<file path="src/rtl/stage_1_pkg.sv">
// stage_1_pkg: shared types and constants for the exponential unit's second stage.
//   Q3.23 fixed-point format parameters, the 1.0 and saturation constants,
//   the sequencer state enum, and a table of Taylor reciprocals floor(2^23/k).
package stage_1_pkg;

  localparam int unsigned Q323_W    = 26;
  localparam int unsigned Q323_FRAC = 23;

  localparam logic [Q323_W-1:0] ONE_Q323 = 26'h0800000;
  localparam logic [Q323_W-1:0] SAT_Q323 = 26'h3FFFFFF;

  typedef enum logic [1:0] {
    IDLE,
    MUL_A,
    MUL_K,
    MUL_E
  } state_t;

  // floor(2^23 / k) for the Taylor term index k = 1..8; zero outside that range.
  function automatic logic [Q323_W-1:0] inv_k(input logic [3:0] k);
    logic [Q323_W-1:0] v;
    case (k)
      4'd1:    v = 26'd8388608;
      4'd2:    v = 26'd4194304;
      4'd3:    v = 26'd2796202;
      4'd4:    v = 26'd2097152;
      4'd5:    v = 26'd1677721;
      4'd6:    v = 26'd1398101;
      4'd7:    v = 26'd1198372;
      4'd8:    v = 26'd1048576;
      default: v = '0;
    endcase
    return v;
  endfunction

endpackage

</file>
<file path="src/rtl/fixmul_q323.sv">
// fixmul_q323: combinational unsigned Q3.23 x Q3.23 multiply.
//   a, b : Q3.23 operands
//   p    : Q3.23 product, truncated; saturates to all-ones when the integer
//          part of the full product does not fit in three bits.
module fixmul_q323
  import stage_1_pkg::*;
(
  input  logic [Q323_W-1:0] a,
  input  logic [Q323_W-1:0] b,
  output logic [Q323_W-1:0] p
);

  logic [2*Q323_W-1:0] prod;
  logic                unused_lsb;

  always_comb begin
    prod       = (2*Q323_W)'(a) * (2*Q323_W)'(b);
    unused_lsb = ^prod[Q323_FRAC-1:0];
    if (prod[2*Q323_W-1:Q323_W+Q323_FRAC] != '0) begin
      p = SAT_Q323;
    end else begin
      p = prod[Q323_W+Q323_FRAC-1:Q323_FRAC];
    end
  end

endmodule

</file>
<file path="src/rtl/stage_1.sv">
// stage_1: second pipeline stage of the exponential unit.
//   Evaluates e^A by a Horner-form Taylor series of order TERMS on a single
//   shared multiplier, then scales by e^a. e^b is carried alongside untouched.
// Ports:
//   CLK, RST      clock, synchronous active-high reset
//   start         one-cycle trigger (accepted only when idle)
//   A             residual x - a, Q3.23
//   E             e^a, Q3.23
//   FLOAT32_IN    e^b, float32, passed through
//   FIX_OUT       e^A * E, Q3.23 (holds between operations)
//   FLOAT32_OUT   FLOAT32_IN captured with the same operation
//   valid         one-cycle pulse when outputs update
//   busy          operation in flight
//   overrun       one-cycle pulse when a start is dropped because busy
module stage_1
  import stage_1_pkg::*;
#(
  parameter int unsigned TERMS = 6
) (
  input  logic              CLK,
  input  logic              RST,
  input  logic              start,
  input  logic [Q323_W-1:0] A,
  input  logic [Q323_W-1:0] E,
  input  logic [31:0]       FLOAT32_IN,
  output logic [Q323_W-1:0] FIX_OUT,
  output logic [31:0]       FLOAT32_OUT,
  output logic              valid,
  output logic              busy,
  output logic              overrun
);

  localparam logic [3:0] K_INIT = 4'(TERMS);

  state_t state, state_nxt;

  logic [Q323_W-1:0] a_r, e_r, r, t;
  logic [31:0]       f_r;
  logic [3:0]        k;

  logic [Q323_W-1:0] mul_a, mul_b, mul_p;
  logic [Q323_W:0]   sum;

  fixmul_q323 u_mul (
    .a (mul_a),
    .b (mul_b),
    .p (mul_p)
  );

  always_ff @(posedge CLK) begin
    if (RST) begin
      state <= IDLE;
    end else begin
      state <= state_nxt;
    end
  end

  // Next state, multiplier operand select and the saturating 1.0 + t/k add.
  always_comb begin
    state_nxt = state;
    mul_a     = '0;
    mul_b     = '0;
    busy      = (state != IDLE);
    case (state)
      IDLE: begin
        if (start) state_nxt = MUL_A;
      end
      MUL_A: begin
        mul_a     = a_r;
        mul_b     = r;
        state_nxt = MUL_K;
      end
      MUL_K: begin
        mul_a     = t;
        mul_b     = inv_k(k);
        state_nxt = (k == 4'd1) ? MUL_E : MUL_A;
      end
      MUL_E: begin
        mul_a     = r;
        mul_b     = e_r;
        state_nxt = IDLE;
      end
      default: state_nxt = IDLE;
    endcase
    sum = {1'b0, ONE_Q323} + {1'b0, mul_p};
  end

  always_ff @(posedge CLK) begin
    if (RST) begin
      a_r         <= '0;
      e_r         <= '0;
      f_r         <= '0;
      r           <= '0;
      t           <= '0;
      k           <= '0;
      FIX_OUT     <= '0;
      FLOAT32_OUT <= '0;
      valid       <= 1'b0;
      overrun     <= 1'b0;
    end else begin
      valid   <= 1'b0;
      overrun <= start && (state != IDLE);
      case (state)
        IDLE: begin
          if (start) begin
            a_r <= A;
            e_r <= E;
            f_r <= FLOAT32_IN;
            r   <= ONE_Q323;
            k   <= K_INIT;
          end
        end
        MUL_A: begin
          t <= mul_p;
        end
        MUL_K: begin
          r <= sum[Q323_W] ? SAT_Q323 : sum[Q323_W-1:0];
          if (k != 4'd1) k <= k - 4'd1;
        end
        MUL_E: begin
          FIX_OUT     <= mul_p;
          FLOAT32_OUT <= f_r;
          valid       <= 1'b1;
        end
        default: ;
      endcase
    end
  end

endmodule

</file>
<file path="config.mk">
export PLATFORM = sky130hd
export DESIGN_NAME = stage_1
export DESIGN_NICKNAME = d
export VERILOG_FILES = /design/src/rtl/stage_1_pkg.sv /design/src/rtl/fixmul_q323.sv /design/src/rtl/stage_1.sv
export SDC_FILE = /design/constraint.sdc
export NUM_CORES = 2
export LEC_CHECK = 0
export BUFFER_PORTS_ARGS = -buffer_cell sky130_fd_sc_hd__buf_2
export CAP_MARGIN = 20
export CORE_ASPECT_RATIO = 1.5
export CORE_UTILIZATION = 45
export DETAILED_ROUTE_END_ITERATION = 10
export GPL_TIMING_DRIVEN = 0
export RECOVER_POWER = 50
export SETUP_SLACK_MARGIN = 0.15
export SLEW_MARGIN = 20
export SYNTH_ARGS = -nofsm -noshare
export SYNTH_HDL_FRONTEND = slang
export SYNTH_SLANG_ARGS = --single-unit
</file>
<file path="constraint.sdc">
create_clock -name CLK -period 12.8 [get_ports CLK]
set_input_delay 1.28 -clock CLK [delete_from_list [all_inputs] [get_ports CLK]]
set_output_delay 1.28 -clock CLK [all_outputs]
set_load 0.01 [all_outputs]
</file>
==> results.ini <==
[outcome]
status=complete, no violations

[logic_synthesis]
yosysSeqAreaShare_pct=13.9
synth_edf_count=0
synthArstFlopShare_pct=0
syn_area_per_cell_um2=8.38
synth.distinct_cells=78
synthCells=3666
synth_top_area_share_pct=37.3
ys_top_cells_by_count=nand2_1, inv_1, fa_1
post-synth-top-count-cell=nand2_1
ys_ff_latch=214
syn_area_um2=30700
netlist_top_cells_area=fa_1, dfxtp_1, nand2_1
ys.flop_type=dfxtp_1
synth_top_cell_by_area=fa_1
yosys_warnings=0
synth_nets=4519

[die]
rows=117
dieWidth_um=215
start_util_pct=45.4
die_area_um2=69300
die_y_um=322
num_io_pins=148
coreArea_um2=67600

[cts]
cts_resized=0
cts.sinks=214
insertion_delay_ns=0.53
h-tree-depth=1
postCtsHoldBufs=0
clock_path_buffers=3
post_cts_buffers=0
cts_root_buf=clkbuf_16
cts_tree=yes
clk_pin_slew_worst_paths_ns=0.07
numCtsBuffers=20

[min_path]
hp-class=flip-flop to flip-flop

[setup_path]
crit_type=flip-flop to flip-flop
required_ns=13.23
crit_arrival_ns=12.31
rrSetupSlack_ns=0.91
cpMaxStageDelayCell=clkbuf_1
cpLargestDelayFamily=adder cells
max_stage_delay_ns=0.84
startpoint_type=flip-flop
critPathMaxFanout=10
crit_path_end_kind=flip-flop
crit_top_cell=fa_1
path_buf_inv=10

[routing]
wire_per_inst_um=25.7
drc=0
vias_per_cell=5.66
ant_nets=0
vias=27000
dr.first_iter.drc_count=2128
wl_mm=123
firstDrtPassIters=5

[sta]
final_hold_viol_count=0
grt_setup_unrepaired=false
slew_violations=0
min_period_over_period_pct=92.9
setup_violations=0
tightest_slew_ns=1.27
finClkSkew_ns=0.0188
tns_ns=0
clock.fmax_ghz=0.0841
final.min_clock_period_ns=11.89
max_slew_margin_pct=15.4
setup_ws_ns=0.913

[final_layout]
final_cells=4762
fill_cells=6798
area_growth_pct=9.12
final_area_um2=33500
drive_gt1_share_pct=6.70
register_area_um2=4280
nets=4707
multiInputGateArea_um2=23300

[global_routing]
antenna_found_initial=6
grt_overflow=0
grt_max_degree=18
grt_use_total_pct=35.9
grt_pass1_wl_mm=180
grt_pass1_vias=28100

[run]
cap_violations=0

[placed_design]
pre_cts_slack_ns=1.19
portBuffers=147
dp_cells=4724
globalplace.congestion=1.02
dp_hpwl_mm=101
post_dp_cell_area_um2=32900

[pwr]
powerDensity_nw_per_um2=51.2
power_leakage_nw=15.1
vdd_drop_max_mv=0.123

-- report_power, final --
| group | total, mW | internal (mW) | switching [mW] |
|---|---|---|---|
| Sequential | 0.717 | 0.696 | 0.0214 |
| Clock | 0.666 | 0.376 | 0.290 |
| Combinational | 0.334 | 0.0873 | 0.247 |
-- sequential cells by signal (all words and copies together), names as in the netlist, named ones only --
| signal | flops |
|---|---|
| FLOAT32_OUT | 32 |
| f_r | 32 |
| FIX_OUT | 26 |
| a_r | 26 |
| e_r | 26 |
| r | 26 |
| t | 26 |
| k | 4 |
| state | 2 |
| overrun | 1 |
| valid | 1 |
-- metrics by stage --
stage | power, mW | util, % | hold WS, ns
floorplan | 0.900 | - | 0.429
global placement | 1.05 | 48.2 | 0.437
detailed placement | 1.05 | 48.6 | 0.445
CTS | 1.71 | 49.7 | 0.448
global route | 1.76 | 49.6 | 0.474
finish | 1.72 | 49.6 | 0.449
-- layout by cell type (no fill, tap or decap), drive strengths merged, types with 5 or more instances in the layout --
master and n:
nand2 691, inv 631, fa 573, nor2 425, clkbuf 268, dfxtp 214, a21oi 197, ha 193
buf 137, o21ai 81, a311oi 54, mux2 30, a21o 28, o21a 28, a22o 26, and2 22
nand4 20, a22oi 19, nor3 18, nor2b 16, nand3 15, xnor2 15, o2bb2a 15, or2 12
xor2 12, o211ai 11, nand2b 10, a211oi 8, and4 7, and3 7, o22ai 7, mux2i 5
a31o 5, clkinv 5
-- tightest hold or removal path: stages, from the launching register on --
cell and delay, ns:
dfxtp_1 0.31, nand2_1 0.05, a21oi_1 0.05
-- layer usage --
layer	vias up	track usage [%]	routed length [µm]
li1	11700	-	-
met1	13400	37.8	40000
met4	4	30.0	12400
met5	-	0	29
met2	1360	62.2	59700
met3	462	6.72	10400
-- path summary, 6_finish.rpt --
check	from	end	cells past startpoint
worst max-delay path	state[1]	r[25]	32
worst min-delay path	f_r[26]	FLOAT32_OUT[26]	2
worst max register to register	state[1]	r[25]	32
worst min register to register	f_r[26]	FLOAT32_OUT[26]	2
-- cell families (layout without fill, tap and decap cells) --
kind of cell               after synthesis  in the layout  synth area share, %
AOI/OAI and AO/OA                      521            521                 11.6
xor gates and xnor gates                27             27                0.770
buffers and inverters                  846           1046                 10.6
DFF                                    214            214                 13.9
muxes                                   35             35                 1.26
adders and majority gates              766            766                 45.2
other                                    0              4                    0
and+or+nand+nor                       1257           1257                 16.6
-- area by class of cell --
class	count	share of cell area, %
Antenna cell	4	0.0299
Buffer	216	2.66
Clock buffer	23	1.53
Clock inverter	11	0.612
Inverter	630	7.05
Multi-Input combinational cell	2606	69.4
Sequential cell	214	12.8
Tap cell	892	3.33
Timing Repair Buffer	166	2.56
(Power assumes the default switching activity.)
